## src/rtl/siso_shift_register_if.sv

```systemverilog
// Serial bit-delay line port bundle: serial data in, delayed data out and fill status.
// master drives the serial input; slave is the delay line itself.
interface siso_shift_register_if #(
  parameter int DEPTH = 4
);
  localparam int CNT_W = $clog2(DEPTH + 1);

  logic             d;
  logic             qout;
  logic             valid;
  logic [CNT_W-1:0] fill_cnt;

  modport master (
    output d,
    input  qout,
    input  valid,
    input  fill_cnt
  );

  modport slave (
    input  d,
    output qout,
    output valid,
    output fill_cnt
  );
endinterface

```

## src/rtl/siso_shift_register.sv

```systemverilog
// Serial-in serial-out delay line of DEPTH flops with a saturating fill counter.
// valid marks the point where qout first carries a post-reset bit instead of reset zeros.
module siso_shift_register #(
  parameter int DEPTH = 4
) (
  input  logic                   clk,
  input  logic                   reset,
  siso_shift_register_if.slave   bus
);

  localparam int CNT_W = $clog2(DEPTH + 1);

  if (DEPTH < 1) begin : g_bad_depth
    $error("siso_shift_register: DEPTH must be >= 1");
  end

  logic [DEPTH-1:0] sr_q;
  logic [DEPTH-1:0] sr_d;
  logic [CNT_W-1:0] fill_cnt_q;
  logic [CNT_W-1:0] fill_cnt_d;
  logic             valid_q;
  logic             valid_d;

  // A single-stage line has no older bits to shift, so it just recaptures d.
  if (DEPTH == 1) begin : g_single
    always_comb begin
      sr_d = bus.d;
    end
  end else begin : g_chain
    always_comb begin
      sr_d = {sr_q[DEPTH-2:0], bus.d};
    end
  end

  // valid is derived from the next count so it rises on the same edge as the count hits DEPTH.
  always_comb begin
    fill_cnt_d = fill_cnt_q;
    if (fill_cnt_q != CNT_W'(DEPTH)) begin
      fill_cnt_d = fill_cnt_q + CNT_W'(1);
    end
    valid_d = (fill_cnt_d == CNT_W'(DEPTH));
  end

  always_ff @(posedge clk or negedge reset) begin
    if (!reset) begin
      sr_q       <= '0;
      fill_cnt_q <= '0;
      valid_q    <= 1'b0;
    end else begin
      sr_q       <= sr_d;
      fill_cnt_q <= fill_cnt_d;
      valid_q    <= valid_d;
    end
  end

  assign bus.qout     = sr_q[DEPTH-1];
  assign bus.valid    = valid_q;
  assign bus.fill_cnt = fill_cnt_q;

endmodule

```

## src/flat_wrapper.sv

```systemverilog
// flat-port wrapper written by rule: the top's interface ports become plain ports
module siso_shift_register_flat 
#(
  parameter int DEPTH = 4
)
  (clk, reset, bus_d, bus_qout, bus_valid, bus_fill_cnt);
  siso_shift_register_if #(.DEPTH(DEPTH)) bus_i ();
  input  logic clk;
  input  logic reset;
  input wire logic [$bits(bus_i.d)-1:0] bus_d;
  output wire logic [$bits(bus_i.qout)-1:0] bus_qout;
  output wire logic [$bits(bus_i.valid)-1:0] bus_valid;
  output wire logic [$bits(bus_i.fill_cnt)-1:0] bus_fill_cnt;
  assign bus_i.d = bus_d;
  assign bus_qout = bus_i.qout;
  assign bus_valid = bus_i.valid;
  assign bus_fill_cnt = bus_i.fill_cnt;
  siso_shift_register #(.DEPTH(DEPTH)) u_core (.clk(clk), .reset(reset), .bus(bus_i));
endmodule
```

## config.mk

```make
export PLATFORM = sky130hd
export DESIGN_NAME = siso_shift_register_flat
export DESIGN_NICKNAME = d
export VERILOG_FILES = /design/src/rtl/siso_shift_register_if.sv /design/src/rtl/siso_shift_register.sv /design/src/flat_wrapper.sv
export SDC_FILE = /design/constraint.sdc
export NUM_CORES = 1
export LEC_CHECK = 0
export CORE_AREA = 2 2 39 41
export DETAILED_ROUTE_END_ITERATION = 10
export DIE_AREA = 0 0 41 43
export RECOVER_POWER = 100
export SETUP_SLACK_MARGIN = 0.3
export SYNTH_ARGS = -nofsm -noshare
export SYNTH_HDL_FRONTEND = slang
export SYNTH_SLANG_ARGS = --single-unit
export TNS_END_PERCENT = 10
```

## constraint.sdc

```tcl
create_clock -name clk -period 1.4 [get_ports clk]
set_input_delay 0.42 -clock clk [delete_from_list [all_inputs] [get_ports clk]]
set_output_delay 0.42 -clock clk [all_outputs]
set_load 0.02 [all_outputs]
```

# --- Word-level counts from Yosys, hierarchy flattened ---
# Cells that the tools add are included.
totals:
  mem_bits_ro: 0
  output_inout_bits: 5
  elab_cells: 7
  register_bits: 8
  latch_bits: 0
  mem_bits_rw: 0
  n_memories: 0
op_classes:
  n_mux: 1
  n_addsub: 1
  reduce_logical: 0
  n_lt_le_gt_ge: 0
  div: 0
  n_eq_ne: 2
  bitwise_logic: 0
  shift: 0
  mul: 0
op_table:
  columns: ["operator", "count"]
  rows:
  - ["$add A3 B1 Y3 const B", 1]
  - ["$eq A3 B3 Y1 const B", 1]
  - ["$mux W3", 1]
  - ["$ne A3 B3 Y1 const B", 1]

# --- Depth between registers and ports, before layout ---
# Gate-level depths: netlist of the first run.
logic_depth:
  word_depth: 3
  depth_mapped: 4
  depth_no_buf: 4

# --- Worst setup path after synthesis of the first run ---
# OpenSTA, ideal clock, no wires.
synth_path:
  path_type: "reg2reg"
  start: "register u_core.fill_cnt_q[0], in the netlist u_core.bus.fill_cnt[0]"
  end: "register u_core.valid_q, in the netlist u_core.bus.valid"
  arrival_time_ns: 1.151
  setup_time_ns: 0.082
  path_slack_ns: 0.167
  required_ns: 1.318
  n_path_buf: 0
  path_stages_with_launch: 5
  cell_sequence: "dfrtp_1 > inv_1 > ha_1 > nand4bb_1 > a31oi_1"
synth_between:
  elab_chain_cells: 3
synth_rtl:
  columns: ["element", "line_no", "source"]
  rows:
  - ["from (decl)", "siso_shift_register.sv:19", "logic [CNT_W-1:0] fill_cnt_q;"]
  - ["from (signal assigned)", "siso_shift_register.sv:51", "fill_cnt_q <= fill_cnt_d;"]
  - ["$add A3 B1 Y3 or $ne A3 B3 Y1 (tied branches)", "siso_shift_register.sv:39, siso_shift_register.sv:38", null]
  - ["$mux W3 (*)", "siso_shift_register.sv:38", "if (fill_cnt_q != CNT_W'(DEPTH)) begin"]
  - ["$eq A3 B3 Y1 (*)", "siso_shift_register.sv:41", "valid_d = (fill_cnt_d == CNT_W'(DEPTH));"]
  - ["named net u_core.valid_d", "siso_shift_register.sv:22", "logic valid_d;"]
  - ["to (signal assigned)", "siso_shift_register.sv:52", "valid_q <= valid_d;"]
  - ["to (decl)", "siso_shift_register.sv:21", "logic valid_q;"]
# Mark *: on every way through the listed nets, which the timed path passes. The rest lies on a longest branch.

# --- Worst setup path after layout of the first run ---
layout_path:
  start: "register u_core.fill_cnt_q[1], in the netlist u_core.bus.fill_cnt[1]"
  end: "output bus_fill_cnt[1]"
layout_rtl:
  columns: ["element", "line_no", "source"]
  rows:
  - ["to (decl)", "flat_wrapper.sv:13", "output wire logic [$bits(bus_i.fill_cnt)-1:0] bus_fill_cnt;"]
# No word-level cell between the ends.

==> results.md, run 1 <==
* Combinational cell fraction of total power at 2.5%
* TritonRoute pass-1 iters at 1
* Dpl hpwl at 422 µm
* Instance count along the most critical hold path at 0
* Run status: completed
* Share of Yosys cell area claimed by the top area cell type at 68.4%
* Longest Clk Path Bufs at 2
* Startpoint class of the critical path: flop
* Starting density of the core at about a fifth
* Cells traversed along the worst timing path: clkbuf_1
* Areal power density over the cells at just over 1000 nW/µm²
* Net switching fraction of the power at about a fifth
* Internal Pwr Total at 351 µW
* Final worst hold slack at roughly 350 ps
* Placed Area at 397 µm²
* Most instantiated cells after synthesis: 8 x sky130_fd_sc_hd__dfrtp_1, 2 x sky130_fd_sc_hd__ha_1, 2 x sky130_fd_sc_hd__inv_1, 2 x sky130_fd_sc_hd__nand3b_1
* Fin. max-slew vios at 0
* Cell Rows at 14
* Setup Crit Path Kind: flop to output port
* Vias in the first global route at 220
* Mapped Avg Cell Area at roughly 14 µm²
* Layout cell share with drive strength beyond 1 at 34.3%
* Most instantiated library cell after synthesis: sky130_fd_sc_hd__dfrtp_1
* Top-level port count at 8
* Overall via count from detail_route at between 200 and 250
* CP Capture Type: output port
* Arrival time of the worst setup path at 840 ps
* WL/cell at 11.4 µm
* Clock buffer count from CTS at 3
* Proportion of register bits with asynchronous set or reset after synthesis at between 90% and 100%
* Req. time, crit path at 980 ps
* Leak Pwr at 0.183 nW
* Via-per-instance ratio at 4.08
* Share of total power in sequential cells at 54.4%
* Actual transition at the worst max-transition pin at 354 ps
* Diode count at 0
* Overall overflow remaining after global route at 0
* Net count after synthesis at 26
* Count of max-cap constraint violations at 0
* Number of synthesized flops with an enable pin at 0
* Post-route clock period utilization at 89.9%
* # port buffers at 7
* Clock period minus final worst setup slack at around 1300 ps
* Deepest level of the CTS H-tree at 1
* Unrepaired setup endpoints after global routing: true
* Worst vdd rail ir drop at 442 µV
* Worst Reg-to-Reg Cells at 5
* Top flip-flop cell by instance count after synthesis: sky130_fd_sc_hd__dfrtp_1
* TritonCTS clock tree: done
* Number of synthesis warnings at 0
* Synth Instances at 21
* CTS hold repair buffers at 0
* Count of antenna-violating nets left after detailed routing at 0
* Skew-Pair Late Insertion Delay at 250 ps
* Number of synthesized register bits at 8
* Final Skew at between 10 and 15 ps
* Area delta synth->final at 48.3%
* Vertical die dimension at 43 µm
* Clock network fraction of total power at 43.0%
* Final design instance area without fill at 434 µm²
* Critical path's top delay family: flip-flops
* FILL cells at 151
* Path class of the lowest-slack min-delay path: flop to flop
* Highest Clock Rate at between 700 and 800 MHz
* Dominant cells by area after synthesis: sky130_fd_sc_hd__dfrtp_1 68%, sky130_fd_sc_hd__ha_1 8.5%, sky130_fd_sc_hd__nand3b_1 5.1%, sky130_fd_sc_hd__nand4bb_1 3.8%, sky130_fd_sc_hd__xnor2_1 3.0%
* Final #Nets at 41
* Critical Path Stages at 1
* Worst stage delay on the critical path at 350 ps
* Number of antenna violations at the first check in global routing at 0
* Maximum net fanout on the critical path at 2
* Post-route DRC at 0
* Die width at 41 µm
* Wire length of the first global-routing pass at 938 µm
* Die area at between 1500 and 2000 µm²
* Area of the mapped netlist at 293 µm²
* Violation count after the first detailed-route iteration at 0
* Overall track demand over capacity in global routing at 8.71%
* CP max stage cell: sky130_fd_sc_hd__dfrtp_1
* Sw power at 87.9 µW
* Largest net degree at the start of global routing at 9
* Routability Congestion at 0.669
* Number of distinct library cells after synthesis at 11
* Share of synthesized area occupied by flip-flops and latches at between 60% and 70%
* Clock root buffer master: sky130_fd_sc_hd__clkbuf_4
* Clock slew at the register clock pins of the worst setup and hold paths at 60 ps
* Headroom to the max-slew limit at 76.3%
* Area leader, netlist: sky130_fd_sc_hd__dfrtp_1
* Core Area at 1380 µm²
* Clock Sinks at 8
* Buf/Inv on CP at 1
* Wire length reported by the detailed router at 582 µm
* Setup Viol. Count Final at 0
* Hold Vio Cnt, Final at 0
==> flip-flops by register name, summed over array words and instances, names as in the netlist <==
signal,flops
u_core.bus.valid,1
u_core.sr_q,4
u_core.bus.fill_cnt,3
==> repair_timing <==
item,CTS,global route
endpoints found under the setup margin,8,8
gates resized for setup,25,3
setup buffers,2,0
hold endpoints to repair,0,0
pin swaps,1,1
==> cell usage in the layout (no fill, tap or decap), drive strengths merged, types with 2 or more instances in the layout <==
master and count:
clkbuf 9, dfrtp 8, buf 3, inv 2, nand3b 2, ha 2
dlygate4sd3 2
==> per-stage QoR <==
step | power (mW) | TNS (ps) | std cells | util, % | setup slack [ps]
2_1_floorplan | 0.244 | 0 | 21 | - | 304
5_1_grt | 0.473 | 0 | 51 | 31.4 | 66.0
3_5_place_dp | 0.258 | -72.8 | 45 | 28.7 | -72.8
3_3_place_gp | 0.257 | -52.2 | 45 | 28.7 | -52.2
6_report | 0.438 | 0 | 51 | 31.4 | 141
4_1_cts | 0.448 | 0 | 51 | 30.8 | 168
==> power by group through the flow <==
stage                     registers, mW  clock network (mW)     logic, mW
after detailed placement          0.243                   0        0.0147
after global routing              0.239               0.221        0.0127
after global placement            0.243                   0        0.0144
after floorplan                   0.244                   0  0.0000000396
after CTS                         0.239               0.196        0.0132
final                             0.239               0.189        0.0112
==> layer usage <==
metal / part of all wire [%] / routed length (µm) / vias to the layer above / GRT usage, %
li1: - / - / 97 / -
met1: 40 / 233 / 102 / 8.61
met2: 51 / 294 / 9 / 12.2
met3: 9.3 / 54 / 0 / 7.85
met4: 0 / 0 / 0 / 4.00
met5: 0 / 0 / - / 0
==> worst paths after layout <==
path	slack, ps	to	start
max	140	bus_fill_cnt[1]	u_core.bus.fill_cnt[1]$_DFF_PN0_
min in group asynchronous	500	u_core.sr_q[0]$_DFF_PN0_	reset
max reg2reg	200	u_core.bus.valid$_DFF_PN0_	u_core.bus.fill_cnt[0]$_DFF_PN0_
max in group asynchronous	620	u_core.bus.fill_cnt[0]$_DFF_PN0_	reset
min reg2reg	350	u_core.sr_q[3]$_DFF_PN0_	u_core.sr_q[2]$_DFF_PN0_
min	350	u_core.sr_q[3]$_DFF_PN0_	u_core.sr_q[2]$_DFF_PN0_
==> cells by family (layout without fill, tap and decap cells) <==
group                      after synthesis  in the layout  share of synthesized area (%)
AOI/OAI and AO/OA                        2              2                           3.85
xor gates and xnor gates                 1              1                           2.99
adders and majority gates                2              2                           8.55
buffers and inverters                    2             16                           2.57
DFF                                      8              8                           68.4
and+or+nand+nor                          6              6                           13.7
==> final cells by class <==
| cell class | count | area, µm² | share of cell area [%] |
|---|---|---|---|
| timing repair buffer | 10 | 67.6 | 15.6 |
| multi-input combinational | 11 | 110 | 25.4 |
| tap | 16 | 20.0 | 4.61 |
| clock buffer | 4 | 26.3 | 6.05 |
| sequential | 8 | 203 | 46.7 |
| inverter | 2 | 7.51 | 1.73 |
No activity file was read; power rests on OpenSTA's default activity.
==> inputs of run 2 (changes only) <==
Settings changed: PLACE_DENSITY_LB_ADDON from default to 0.08.
==> run 2 against run 1 <==
  * Combinational power about the same
  * Sequential power about the same
  * Maximum frequency about the same
  * Via count decreased by 2.9%
  * Routed wire length decreased by 10%
  * Highest routed layer is now met4
  * First-iteration DRC count increased by 2
  * Final area decreased by 7.2%
  * Largest power group unchanged
  * Non-clock buffer count unchanged
  * Clock skew decreased by 11 ps
  * Final cell count unchanged
  * Register-to-register slack about the same
  * Sequential cell count unchanged
  * Largest cell class unchanged
==> results.md, run 2 (synthesis gave the netlist of run 1 again) <==
* Highest Clock Rate at 794 MHz (about the same)
* Dpl hpwl at 364 µm (-14%)
* Final #Nets at 41 (unchanged)
* Number of antenna violations at the first check in global routing at 0 (unchanged)
* Clock Sinks at 8 (unchanged)
* TritonCTS clock tree: done
* Startpoint class of the critical path: flop
* Violation count after the first detailed-route iteration at 2 (+2)
* Largest net degree at the start of global routing at 9 (unchanged)
* Arrival time of the worst setup path at 840 ps (about the same)
* Overall track demand over capacity in global routing at 9.03% (+0.31 points)
* Path class of the lowest-slack min-delay path: flop to flop
* Cell Rows at 14 (unchanged)
* Setup slack of the most critical reg-to-reg path at 200 ps (about the same)
* Count of antenna-violating nets left after detailed routing at 0 (unchanged)
* Final worst hold slack at 347 ps (-7.95 ps)
* Critical path's top delay family: flip-flops
* Post-route DRC at 0 (unchanged)
* Clock period minus final worst setup slack at 1260 ps (+0.494 ps)
* Wire length reported by the detailed router at 523 µm (-10%)
* Clock buffer count from CTS at 3 (unchanged)
* Starting density of the core at 21.2% (unchanged)
* CP max stage cell: sky130_fd_sc_hd__dfrtp_1
* # port buffers at 7 (unchanged)
* WL/cell at 10.3 µm (-10%)
* Headroom to the max-slew limit at 74.9% (-1.4 points)
* Clock slew at the register clock pins of the worst setup and hold paths at 60 ps (about the same)
* Run status: completed
* TritonRoute pass-1 iters at 2 (+1)
* Cells traversed along the worst timing path: clkbuf_1
* Final instance count without filler cells at 51 (unchanged)
* Core Area at 1380 µm² (unchanged)
* Final Skew at 0.231 ps (-10.7 ps)
* Overall via count from detail_route at 202 (-2.9%)
* Fin. max-slew vios at 0 (unchanged)
* Count of max-cap constraint violations at 0 (unchanged)
* Die area at 1760 µm² (unchanged)
* Clock root buffer master: sky130_fd_sc_hd__clkbuf_4
* Areal power density over the cells at 1110 nW/µm² (+9.6%)
* Hold Vio Cnt, Final at 0 (unchanged)
* Routability Congestion at 0.705 (+5.3%)
* Reg with most FFs: u_core.sr_q
* Most common cell after layout, fill and taps aside: sky130_fd_sc_hd__dfrtp_1
* Worst stage delay on the critical path at 340 ps (about the same)
* Top-level port count at 8 (unchanged)
* Skew-Pair Late Insertion Delay at 260 ps (about the same)
* Vertical die dimension at 43 µm (unchanged)
* CP Capture Type: output port
* Longest Clk Path Bufs at 2 (unchanged)
* Highest-count cells in the layout ignoring fill and taps: 7 x sky130_fd_sc_hd__dfrtp_1, 5 x sky130_fd_sc_hd__clkbuf_1, 3 x sky130_fd_sc_hd__clkbuf_4, 3 x sky130_fd_sc_hd__buf_4
* Buf/Inv on CP at 1 (unchanged)
* Actual transition at the worst max-transition pin at 375 ps (+20.4 ps)
* Sum of negative setup slack at 0 ps (unchanged)
* Vias in the first global route at 199 (-9.5%)
* Setup Viol. Count Final at 0 (unchanged)
* Via-per-instance ratio at 3.96 (-2.9%)
* Unrepaired setup endpoints after global routing: true
* Critical Path Stages at 1 (unchanged)
* Wire length of the first global-routing pass at 924 µm (-1.5%)
* Req. time, crit path at 980 ps (about the same)
* Diode count at 0 (unchanged)
* Worst vdd rail ir drop at 353 µV (-20%)
* Worst Reg-to-Reg Cells at 4 (-1)
* Deepest level of the CTS H-tree at 1 (unchanged)
* Setup Crit Path Kind: flop to output port
* Number of flip-flops under the largest register name at 4 (unchanged)
* Area delta synth->final at 37.6%
* Layout cell share with drive strength beyond 1 at 25.7% (-8.6 points)
* Post-route clock period utilization at 90.0% (about the same)
* Instance count along the most critical hold path at 0 (unchanged)
* Leak Pwr at 0.181 nW (-0.96%)
* Die width at 41 µm (unchanged)
* Placed cells at 47 (+4.4%)
* Overall overflow remaining after global route at 0 (unchanged)
* Maximum net fanout on the critical path at 2 (unchanged)
* CTS hold repair buffers at 0 (unchanged)
## run 2: repair_timing
action | 4_1_cts | 5_1_grt
resized for setup | 22 | 0
setup endpoints to repair | 7 | 8
setup buffers | 0 | 0
pin swaps | 0 | 2
## run 2: metrics by stage
stage	utilization [%]	instance area, µm²	setup WS [ps]	total power, mW
after detailed placement	29.7	412	54.0	0.258
after floorplan	-	299	304	0.244
after CTS	30.3	419	149	0.463
final	29.1	403	141	0.446
after global placement	29.7	412	50.0	0.257
after global routing	29.1	403	84.3	0.478
## run 2: power breakdown
part | switching, mW | internal (mW) | leakage, nW
clock network | 0.0867 | 0.109 | 0.0150
registers | 0.00125 | 0.237 | 0.0904
logic | 0.00709 | 0.00432 | 0.0755
total | 0.0951 | 0.351 | 0.181
## run 2: path summary, 6_finish.rpt
kind	from	to
min reg2reg	u_core.sr_q[2]$_DFF_PN0_	u_core.sr_q[3]$_DFF_PN0_
max	u_core.bus.fill_cnt[2]$_DFF_PN0_	bus_fill_cnt[2]
max reg2reg	u_core.bus.fill_cnt[0]$_DFF_PN0_	u_core.bus.valid$_DFF_PN0_
min in group asynchronous	reset	u_core.bus.valid$_DFF_PN0_
max in group asynchronous	reset	u_core.bus.fill_cnt[0]$_DFF_PN0_
min	u_core.sr_q[2]$_DFF_PN0_	u_core.sr_q[3]$_DFF_PN0_
## run 2: routing by layer
layer | routed length (µm) | GRT usage (%) | vias up
met5 | 0 | 0 | -
met4 | 25 | 10.0 | 0
met3 | 56 | 4.71 | 3
met2 | 192 | 8.75 | 10
met1 | 250 | 12.3 | 93
li1 | - | - | 96
## run 2: area by class of cell
type                       count  area (µm²)
fill                         161         981
sequential                     8         201
multi-input combinational     11        85.1
timing repair buffer          10        62.6
clock buffer                   4        26.3
tap                           16        20.0
inverter                       2        7.51
